--- src/rtl/dffv_delay_line.sv ---
// N-bit, DEPTH-stage delay line with per-stage valid bits, stall, flush,
// a clamped combinational tap and an incrementally tracked occupancy count.
module dffv_delay_line #(
  parameter int N     = 8,
  parameter int DEPTH = 4,
  parameter int TAPW  = 2
) (
  input  logic            CLK,
  input  logic            RESET,
  input  logic            EN,
  input  logic            CLR,
  input  logic [N-1:0]    D,
  input  logic            D_VALID,
  input  logic [TAPW-1:0] TAP,
  output logic [N-1:0]    Q,
  output logic            Q_VALID,
  output logic [N-1:0]    Q_TAP,
  output logic            Q_TAP_VALID,
  output logic [TAPW:0]   FILL
);

  localparam int              LAST     = DEPTH - 1;
  localparam logic [TAPW-1:0] LAST_IDX = TAPW'(DEPTH - 1);

  logic [N-1:0]    data_r [DEPTH];
  logic [DEPTH-1:0] vld_r;
  logic [TAPW:0]   fill_r;
  logic [TAPW-1:0] tap_idx_s;

  // Stage shift register, valid chain and occupancy counter.
  always_ff @(posedge CLK or posedge RESET) begin
    if (RESET) begin
      for (int k = 0; k < DEPTH; k++) data_r[k] <= '0;
      vld_r  <= '0;
      fill_r <= '0;
    end else if (CLR) begin
      for (int k = 0; k < DEPTH; k++) data_r[k] <= '0;
      vld_r  <= '0;
      fill_r <= '0;
    end else if (EN) begin
      data_r[0] <= D;
      vld_r[0]  <= D_VALID;
      for (int k = 1; k < DEPTH; k++) begin
        data_r[k] <= data_r[k-1];
        vld_r[k]  <= vld_r[k-1];
      end
      // Entry and exit on the same edge cancel, so no saturation is needed.
      fill_r <= fill_r + {{TAPW{1'b0}}, D_VALID} - {{TAPW{1'b0}}, vld_r[LAST]};
    end else begin
      fill_r <= fill_r;
    end
  end

  // Tap select, clamping out-of-range indices to the last stage.
  always_comb begin
    tap_idx_s = LAST_IDX;
    if (TAP > LAST_IDX) begin
      tap_idx_s = LAST_IDX;
    end else begin
      tap_idx_s = TAP;
    end
  end

  assign Q           = data_r[LAST];
  assign Q_VALID     = vld_r[LAST];
  assign Q_TAP       = data_r[tap_idx_s];
  assign Q_TAP_VALID = vld_r[tap_idx_s];
  assign FILL        = fill_r;

  dffv_delay_line_chk #(
    .DEPTH(DEPTH),
    .TAPW (TAPW)
  ) u_chk (
    .CLK  (CLK),
    .RESET(RESET),
    .vld  (vld_r),
    .fill (fill_r)
  );

endmodule

// Invariant checker: the occupancy counter must always equal the valid popcount.
module dffv_delay_line_chk #(
  parameter int DEPTH = 4,
  parameter int TAPW  = 2
) (
  input logic             CLK,
  input logic             RESET,
  input logic [DEPTH-1:0] vld,
  input logic [TAPW:0]    fill
);

  logic [TAPW:0] pop_s;

  function automatic logic [TAPW:0] popcount(input logic [DEPTH-1:0] v);
    logic [TAPW:0] cnt;
    cnt = '0;
    for (int k = 0; k < DEPTH; k++) cnt = cnt + {{TAPW{1'b0}}, v[k]};
    return cnt;
  endfunction

  // Reference occupancy derived directly from the valid bits.
  always_comb begin
    pop_s = popcount(vld);
  end

  a_fill_popcount: assert property (@(posedge CLK) disable iff (RESET) fill == pop_s)
    else $error("fill counter diverged from valid popcount");

  a_fill_bound: assert property (@(posedge CLK) disable iff (RESET) fill <= (TAPW+1)'(DEPTH))
    else $error("fill counter exceeded depth");

endmodule

--- config.mk ---
export PLATFORM = sky130hd
export DESIGN_NAME = dffv_delay_line
export DESIGN_NICKNAME = d
export VERILOG_FILES = /design/src/rtl/dffv_delay_line.sv
export SDC_FILE = /design/constraint.sdc
export NUM_CORES = 1
export LEC_CHECK = 0
export CORE_ASPECT_RATIO = 0.6
export CORE_MARGIN = 3
export CORE_UTILIZATION = 30
export CTS_CLUSTER_DIAMETER = 50
export DETAILED_ROUTE_END_ITERATION = 16
export PLACE_DENSITY_LB_ADDON = 0.05
export SLEW_MARGIN = 40
export SYNTH_ARGS = -nofsm -noshare
export SYNTH_HDL_FRONTEND = slang
export SYNTH_SLANG_ARGS = --single-unit
--- constraint.sdc ---
create_clock -name CLK -period 5.35 [get_ports CLK]
set_input_delay 1.07 -clock CLK [delete_from_list [all_inputs] [get_ports CLK]]
set_output_delay 1.07 -clock CLK [all_outputs]
set_load 0.01 [all_outputs]
Word-level counts from Yosys, hierarchy flattened
Index checks and enable logic that the tools add are counted.

Register bits after elaboration: 39. Bits of input ports: 15. Output and inout port bits: 21. Word-level logic and storage cells: 25.

Add/subtract/negate cells: 2. Order comparisons: 3. Multiplexer cells: 12. Bitwise gates (word level): 1. Reductions and logical operators: 1.

Operators by type and width (number): 32-bit two-way mux (2); 8-bit binary-select mux with 2-bit select (1); 8-bit two-way mux (2); 4-bit two-way mux (2); 3-bit two-way mux (2); 3-bit by 1-bit adder with 3-bit output (1); 3-bit >= comparator, second input constant (1); 2-bit by 3-bit less-than comparator with 1-bit output, second input constant (1); 2-bit inverter with 3-bit output (1); 3-bit by 1-bit subtractor with 3-bit output (1); 1-bit binary-select mux with 2-bit select (1); 2-bit greater-than comparator, second input constant (1); 2-bit two-way mux (1); 2-bit nonzero test (1); 1-bit two-way mux (1).

Depth between registers and ports, before layout
Gate-level depths: netlist of the first run.

Depth after elaboration: 6. Gate-level depth with buffers: 9. Gate-level depth less buffers: 9.

Least setup slack after synthesis of the first run
Ideal clock, no wire load.

Path kind: input to output. Start: input TAP[0]. End: output Q_TAP[0]. Arrival time: 1.736 ns. Data required time: 4.280 ns. Slack: 2.544 ns. Cell stages on the path: 2. Path buffers: 1. Cell sequence: buf_6 > mux4_2.

Longest elaborated chain between the ends: 6.

RTL lines: start: declaration (RTL line 14) `input logic [TAPW-1:0] TAP,`; 2-bit greater-than comparator (RTL line 57) `if (TAP > LAST_IDX) begin`; 2-bit two-way mux (*) (RTL line 57); 2-bit inverter with 3-bit output (not written as such) (*) (RTL line 66) `assign Q_TAP = data_r[tap_idx_s];`; 8-bit binary-select mux with 2-bit select (*) (RTL line 66); 8-bit two-way mux (not written as such) (*) (2 in series) (RTL line 66); end: declaration (RTL line 17) `output logic [N-1:0] Q_TAP,`.

Every way passes the cells marked *; elsewhere a longest branch is shown, timed or not. The select of a mux whose other input is x is not followed.

Worst setup path in the final report of the first run
Start: input TAP[0]. End: output Q_TAP[1].

The elaborated chain is that of the path after synthesis.

==> results of run 1 <==
## metrics by stage
| stage | utilization (%) | area [um2] | std cells |
|---|---|---|---|
| 6_report | 40.3 | 2370 | 261 |
| 5_1_grt | 40.3 | 2370 | 261 |
| 4_1_cts | 40.3 | 2370 | 261 |
| 3_5_place_dp | 38.3 | 2250 | 253 |
| 3_3_place_gp | 38.3 | 2250 | 253 |
| 2_1_floorplan | - | 1930 | 155 |
## cells in the final DEF, fill, tap and decap left out, types with 2 or more instances in the layout
master | Yosys | layout
dfrtp_1 | 39 | 39
nor2_1 | 39 | 39
mux2i_1 | 37 | 37
clkdlybuf4s50_1 | 0 | 34
mux4_2 | 9 | 9
clkbuf_8 | 0 | 6
inv_1 | 4 | 4
buf_4 | 12 | 3
ha_1 | 2 | 2
## final timing paths
kind	depth (start not counted)	to	slack, ns	start
max in group asynchronous	3	Q[2]	3.80	RESET
setup reg to reg	8	FILL[2]	3.39	vld_r[3]
hold reg to reg	2	Q[0]	0.55	Q[0]
setup / recovery	3	Q_TAP[1]	1.20	TAP[0]
hold / removal	2	Q[0]	0.55	Q[0]
min in group asynchronous	3	data_r[22]	1.19	RESET
## flip-flops by register name (all words and copies together) (netlist names)
name and flops:
vld_r 4, data_r 24, FILL 3, Q 8
## cell families after synthesis
group	after synthesis
flip-flops	39
XOR/XNOR	1
adder cells (fa/ha/maj)	3
buffers and inverters	23
multiplexers	46
AND/OR/NAND/NOR	40
AO/OA/AOI/OAI	3
## layer usage
metal	part of all wire, %	wire length (um)
met5	0	0
met4	1.4	51
met3	5.2	197
met2	44	1670
met1	49	1840
## area by class of cell
type,count,area (um2),area share [%]
inverter,4,15.0,0.633
timing repair buffer,37,363,15.3
clock inverter,2,35.0,1.48
tap,80,100,4.22
sequential,39,976,41.1
multi-input combinational,93,801,33.8
clock buffer,6,82.6,3.48
## power by group
part           total [W]  switching, W  internal [W]
clock network   0.000255      0.000104      0.000151
registers       0.000312    0.00000774      0.000304
logic          0.0000756     0.0000362     0.0000394
total           0.000642      0.000148      0.000494
## worst min-delay path: cells and delay by family (launching register included)
family	cells	cell delay [ns]
DFF	1	0.36
muxes	1	0.07
and+or+nand+nor	1	0.07
==> flow_summary.yaml, run 1 <==
status:
  status: "finished clean"
timing:
  period_share_pct: 77.7
  drv_slew: 0
  fmax_mhz: 241
  hold_viol: 0
  setup_violations: 0
  rsz0062_at_grt: "false"
  hold_slack_ns: 0.548
  fin_crit_ns: 4.15
  maxSlewHeadroom_pct: 54.4
  finClkSkew_ns: 0.00253
  worst_slack_ns: 1.20
  worst_slew_pin_slew_ns: 0.681
  finalSetupTns_ns: 0
setup_path:
  critical_path_buf_inv_count: 2
  critPathArrivalTime_ns: 3.08
  crit_path_top_delay_cell: "clkdlybuf4s50_1"
  end_kind: "output pin"
  cp_top_family: "buffers and inverters"
  max_stage_delay_ns: 0.91
  path_max_fanout: 9
  critical_path_class: "primary input to output pin"
  crit_top_cell: "clkdlybuf4s50_1"
  crit_required_ns: 4.28
  cp-start-kind: "primary input"
  crit_chain: "clkdlybuf4s50_1, mux4_2, clkdlybuf4s50_1"
logic_synthesis:
  synth_adder_area_share_pct: 2.34
  synth_top_area_share_pct: 50.6
  synth_common_cells: "dfrtp_1, nor2_1, mux2i_1"
  avgSynthCellArea_um2: 12.4
  ys.flop_type: "dfrtp_1"
  synth-seq-cells: 39
  synth-simple-area-share_pct: 7.92
  synth_top_family_by_area: "multiplexers"
  synth_warnings: 0
  synthDistinctLibCells: 16
  synth.cell_area_mm2: 0.00193
  synth_top_area_cell: "dfrtp_1"
  synth_compound_area_share_pct: 1.10
  ys_top_cells_by_area: "dfrtp_1, mux2i_1, mux4_2, nor2_1, buf_4"
  ys_seq_area_share_pct: 50.6
  synthCells: 155
  synth_edf_count: 0
  syn_nets: 173
  synth_xor_area_share_pct: 0.454
  async_flop_share_pct: 100
  synth.area.mux_share_pct: 29.7
final_layout:
  nets: 198
  diodes: 0
  areaGrowthSynthToFinish_pct: 23.0
  drive_gt1_share_pct: 11.6
  fillCellCount: 566
placement:
  port-buffer-count: 35
  dp_hpwl_um: 2450
  dpl_worst_slack_ns: 1.16
  gp_congestion: 0.656
die:
  die_area_mm2: 0.00746
  io_pins: 36
  initial_utilization_pct: 32.8
  dieWidth_um: 109
  die_h_um: 68.1
  rows: 21
  core_mm2: 0.00589
clocking:
  cts_buffers: 5
  post-cts-setup-buffer-count: 0
  htree_levels: 2
  clockRootBuffer: "clkbuf_8"
  clkSlewWorstSetupHoldPaths_ns: 0.07
  cts_tree: "yes"
  ctsHoldBuffers: 0
  clockBufferDepth: 2
  clk_latency_ns: 0.29
  cts_sinks: 39
  ctsResizeCount: 0
detailed_routing:
  ant_nets: 0
  viasPerCell: 4.54
  drt_iter0_markers: 62
  wl_per_cell_um: 14.4
  vias: 1184
  drt-total-wl_um: 3760
  drc: 0
  drt_pass1_iterations: 4
job:
  cap_violations: 0
grt:
  grt_overflow: 0
  grtUsageMet2_pct: 18.3
  busiest_layer: "met2"
  grt_first_pass_wirelength_um: 6340
  met1_usage_pct: 14.5
  antenna_found_initial: 0
  use_met3_pct: 3.86
  grt_pass1_vias: 1247
  grt_max_degree: 42
  grt_usage_pct: 11.4
power_and_ir_drop:
  power_density_mw_per_mm2: 271
  p_leak_nw: 1.13
  power_w: 0.000642
  ir_drop_mv: 0.103
min_path:
  hp-class: "flop to flop"
No activity file was read; power rests on OpenSTA's default activity.
==> inputs of run 2 (changes only) <==
Clock period 5.35 ns to 3.3 ns, I/O delays scaled along.
==> flow_summary.yaml, run 2 (same netlist as run 1, synthesis figures left out) <==
die:
  dieWidth_um: 109
  core_mm2: 0.00589
  initial_utilization_pct: 32.8
  io_pins: 36
  rows: 21
  die_h_um: 68.1
  die_area_mm2: 0.00746
detailed_routing:
  ant_nets: 0
  drt_pass1_iterations: 4
  drc: 0
  drt_iter0_markers: 58
  drt-total-wl_um: 3870
  wl_per_cell_um: 14.6
  vias: 1212
  viasPerCell: 4.57
grt:
  grt_usage_pct: 11.7
  grt_max_degree: 42
  antenna_found_initial: 0
  grt_first_pass_wirelength_um: 6520
  grt_overflow: 0
  grt_pass1_vias: 1229
job:
  cap_violations: 0
timing:
  hold_viol: 0
  fmax_mhz: 329
  setup_violations: 0
  drv_slew: 0
  maxSlewHeadroom_pct: 55.8
  period_share_pct: 92.1
  fin_crit_ns: 3.04
  hold_slack_ns: 0.552
  finalSetupTns_ns: 0
  finClkSkew_ns: 0.00328
  rsz0062_at_grt: "false"
  worst_slew_pin_slew_ns: 0.664
final_layout:
  regMostFlops: "data_r"
  largest_reg_flops: 24
  areaGrowthSynthToFinish_pct: 25.1
  diodes: 0
  final_cell_mix: "dfrtp_1, nor2_1, mux2i_1"
  nets: 202
  drive_gt1_share_pct: 13.5
clocking:
  clk_latency_ns: 0.28
  cts_sinks: 39
  clockBufferDepth: 2
  post-cts-setup-buffer-count: 0
  ctsHoldBuffers: 0
  clockRootBuffer: "clkbuf_8"
  ctsResizeCount: 0
  cts_buffers: 5
  htree_levels: 2
  cts_tree: "yes"
  clkSlewWorstSetupHoldPaths_ns: 0.08
setup_path:
  r2r_setup_slack_ns: 1.34
  r2r_start: "vld_r[3]"
  r2r-end: "FILL[2]"
  rr_worst_depth: 8
  critPathArrivalTime_ns: 2.38
  crit_required_ns: 2.64
  critical_path_class: "primary input to output pin"
  path_max_fanout: 6
  cp-start-kind: "primary input"
  end_kind: "output pin"
power_and_ir_drop:
  ir_drop_mv: 0.148
  power_density_mw_per_mm2: 434
  p_leak_nw: 1.15
min_path:
  min_path_cells: 2
  hp-class: "flop to flop"
  worstHoldStart: "data_r[8]"
  worst_hold_path.endpoint: "data_r[8]"
placement:
  dp_hpwl_um: 2550
  port-buffer-count: 35
  gp_congestion: 0.673
status:
  status: "finished clean"
run 2: report_power, final:
part           internal, W  switching [W]  total, W
Combinational    0.0000682      0.0000606  0.000129
Clock             0.000245       0.000168  0.000413
Sequential        0.000493      0.0000128  0.000506
Total             0.000806       0.000241   0.00105
run 2: critical path, stage by stage:
cell	delay (ns)
clkdlybuf4s50_1	0.67
mux4_2	0.55
clkdlybuf4s50_1	0.50
run 2: area by class of cell:
class	instances	area, um2
Clock buffer	6	82.6
Clock inverter	2	35.0
Fill cell	562	3470
Inverter	4	15.0
Multi-Input combinational cell	93	801
Sequential cell	39	976
Tap cell	80	100
Timing Repair Buffer	41	403
run 2: per-layer routing:
| metal | up-vias | part of all wire [%] | GRT usage [%] |
|---|---|---|---|
| met5 | - | 0 | 0 |
| met4 | 0 | 0.72 | 3.27 |
| met3 | 5 | 5.7 | 4.05 |
| met2 | 25 | 43 | 16.6 |
| met1 | 605 | 51 | 16.9 |
| li1 | 577 | - | - |
run 2: per-stage QoR:
stage          cells  total power [W]  worst slack [ns]  cell area [um2]  util (%)
2_1_floorplan    155         0.000595              1.31             1930         -
3_3_place_gp     257         0.000645             0.250             2290      39.0
3_5_place_dp     257         0.000647             0.214             2290      39.0
4_1_cts          265          0.00107             0.206             2410      41.0
5_1_grt          265          0.00110             0.174             2410      41.0
6_report         265          0.00105             0.261             2410      41.0
run 2: worst max-delay path by stage:
stage	startpoint	end	slack, ns
6_report	TAP[1]	Q_TAP[5]	0.26
5_1_grt	TAP[1]	Q_TAP[5]	0.17
4_1_cts	TAP[1]	Q_TAP[5]	0.21
3_5_place_dp	TAP[1]	Q_TAP[5]	0.21
3_3_place_gp	TAP[1]	Q_TAP[6]	0.25
2_1_floorplan	TAP[0]	Q_TAP[0]	1.31
==> inputs of run 3 (changes only) <==
==> constraint.sdc (replaced) <==
create_clock -name CLK -period 3.3 [get_ports CLK]
set_input_delay 0.66 -clock CLK [delete_from_list [all_inputs] [get_ports CLK]]
set_output_delay 0.66 -clock CLK [all_outputs]
set_load 0.005 [all_outputs]
==> flow_summary.yaml, run 3 (same netlist as run 1, synthesis figures left out) <==
status:
  status: "finished clean"
clocking:
  htree_levels: 2
  cts_sinks: 39
  cts_buffers: 5
  cts_tree: "yes"
  ctsResizeCount: 0
  clockRootBuffer: "clkbuf_8"
  ctsHoldBuffers: 0
  post-cts-setup-buffer-count: 0
  clockBufferDepth: 2
  clkSlewWorstSetupHoldPaths_ns: 0.07
  clk_latency_ns: 0.28
timing:
  worst_slew_pin_slew_ns: 0.679
  hold_viol: 0
  hold_slack_ns: 0.548
  rsz0062_at_grt: "false"
  setup_violations: 0
  maxSlewHeadroom_pct: 54.6
  fin_crit_ns: 3.02
  finClkSkew_ns: 0.00133
  period_share_pct: 91.5
  drv_slew: 0
  fmax_mhz: 331
  finalSetupTns_ns: 0
die:
  io_pins: 36
  die_area_mm2: 0.00746
  dieWidth_um: 109
  initial_utilization_pct: 32.8
  rows: 21
  die_h_um: 68.1
  core_mm2: 0.00589
setup_path:
  crit_chain: "clkdlybuf4s50_1, mux4_2, clkdlybuf4s50_1"
  crit_required_ns: 2.64
  path_depth: 3
  critical_path_buf_inv_count: 2
  end_kind: "output pin"
  crit_top_cell: "clkdlybuf4s50_1"
  critical_path_class: "primary input to output pin"
  crit_path_top_delay_cell: "clkdlybuf4s50_1"
  rr_worst_depth: 8
  cp_top_family: "buffers and inverters"
  path_max_fanout: 6
  max_stage_delay_ns: 0.66
  cp-start-kind: "primary input"
  critPathArrivalTime_ns: 2.36
placement:
  dp_cells: 257
  gp_congestion: 0.673
  port-buffer-count: 35
  dp_hpwl_um: 2610
grt:
  grt_max_degree: 42
  grt_first_pass_wirelength_um: 6350
  grt_overflow: 0
  antenna_found_initial: 0
  grt_usage_pct: 11.3
  grt_pass1_vias: 1237
detailed_routing:
  drc: 0
  wl_per_cell_um: 14.7
  ant_nets: 0
  vias: 1199
  drt-total-wl_um: 3910
  drt_iter0_markers: 55
  drt_pass1_iterations: 4
  viasPerCell: 4.52
final_layout:
  areaGrowthSynthToFinish_pct: 23.2
  fin_cells: 265
  register_area_um2: 976
  largest_reg_flops: 24
  regMostFlops: "data_r"
  drive_gt1_share_pct: 12.4
  diodes: 0
  fillCellCount: 558
  utilization_pct: 40.4
  multi_input_area_um2: 801
  nets: 202
  final_cell_mix: "dfrtp_1, nor2_1, mux2i_1"
power_and_ir_drop:
  seqPwrFrac_pct: 53.9
  sw_frac_of_total_pct: 24.3
  p_leak_nw: 1.13
  power.internal_w: 0.000710
  clkPwrFrac_pct: 32.6
  power_density_mw_per_mm2: 395
  power_switching_w: 0.000228
  p_comb_share_pct: 13.4
  ir_drop_mv: 0.126
min_path:
  hp-class: "flop to flop"
  min_path_cells: 2
job:
  cap_violations: 0
-- run 3: path summary, 6_finish.rpt --
check	slack (ns)	to	from
setup / recovery	0.28	Q_TAP[5]	TAP[1]
hold / removal	0.55	Q[1]	Q[1]
setup reg to reg	1.37	FILL[2]	vld_r[3]
hold reg to reg	0.55	Q[1]	Q[1]
max in group asynchronous	2.14	data_r[31]	RESET
min in group asynchronous	0.79	data_r[30]	RESET
-- run 3: per-stage QoR --
stage | power [W] | cell area [um2] | setup WS, ns
6_report | 0.000938 | 2380 | 0.282
5_1_grt | 0.000993 | 2380 | 0.213
3_3_place_gp | 0.000641 | 2290 | 0.282
4_1_cts | 0.000959 | 2380 | 0.246
2_1_floorplan | 0.000591 | 1930 | 1.34
3_5_place_dp | 0.000644 | 2290 | 0.246
-- run 3: worst min-delay path, stage by stage (launching register included) --
cell and delay, ns:
dfrtp_1 0.36, mux2i_1 0.07, nor2_1 0.08
-- run 3: layer usage --
layer / track usage, % / share of wire (%) / vias to the layer above
met3: 4.43 / 5.8 / 5
met5: 0 / 0 / -
met4: 2.80 / 0.69 / 0
met2: 16.9 / 43 / 23
li1: - / - / 576
met1: 15.5 / 50 / 595
-- run 3: layout make-up --
type | count | area share (%)
Inverter | 4 | 0.632
Clock buffer | 7 | 3.21
Sequential cell | 39 | 41.1
Clock inverter | 1 | 0.211
Timing Repair Buffer | 41 | 17.0
Tap cell | 80 | 4.21
Multi-Input combinational cell | 93 | 33.7
-- run 3: power by group through the flow --
stage               Clock [W]  Combinational, W  Sequential (W)
floorplan                   0         0.0000793        0.000512
global placement            0          0.000126        0.000515
detailed placement          0          0.000128        0.000515
CTS                  0.000324          0.000129        0.000506
global route         0.000345          0.000139        0.000508
finish               0.000306          0.000126        0.000506
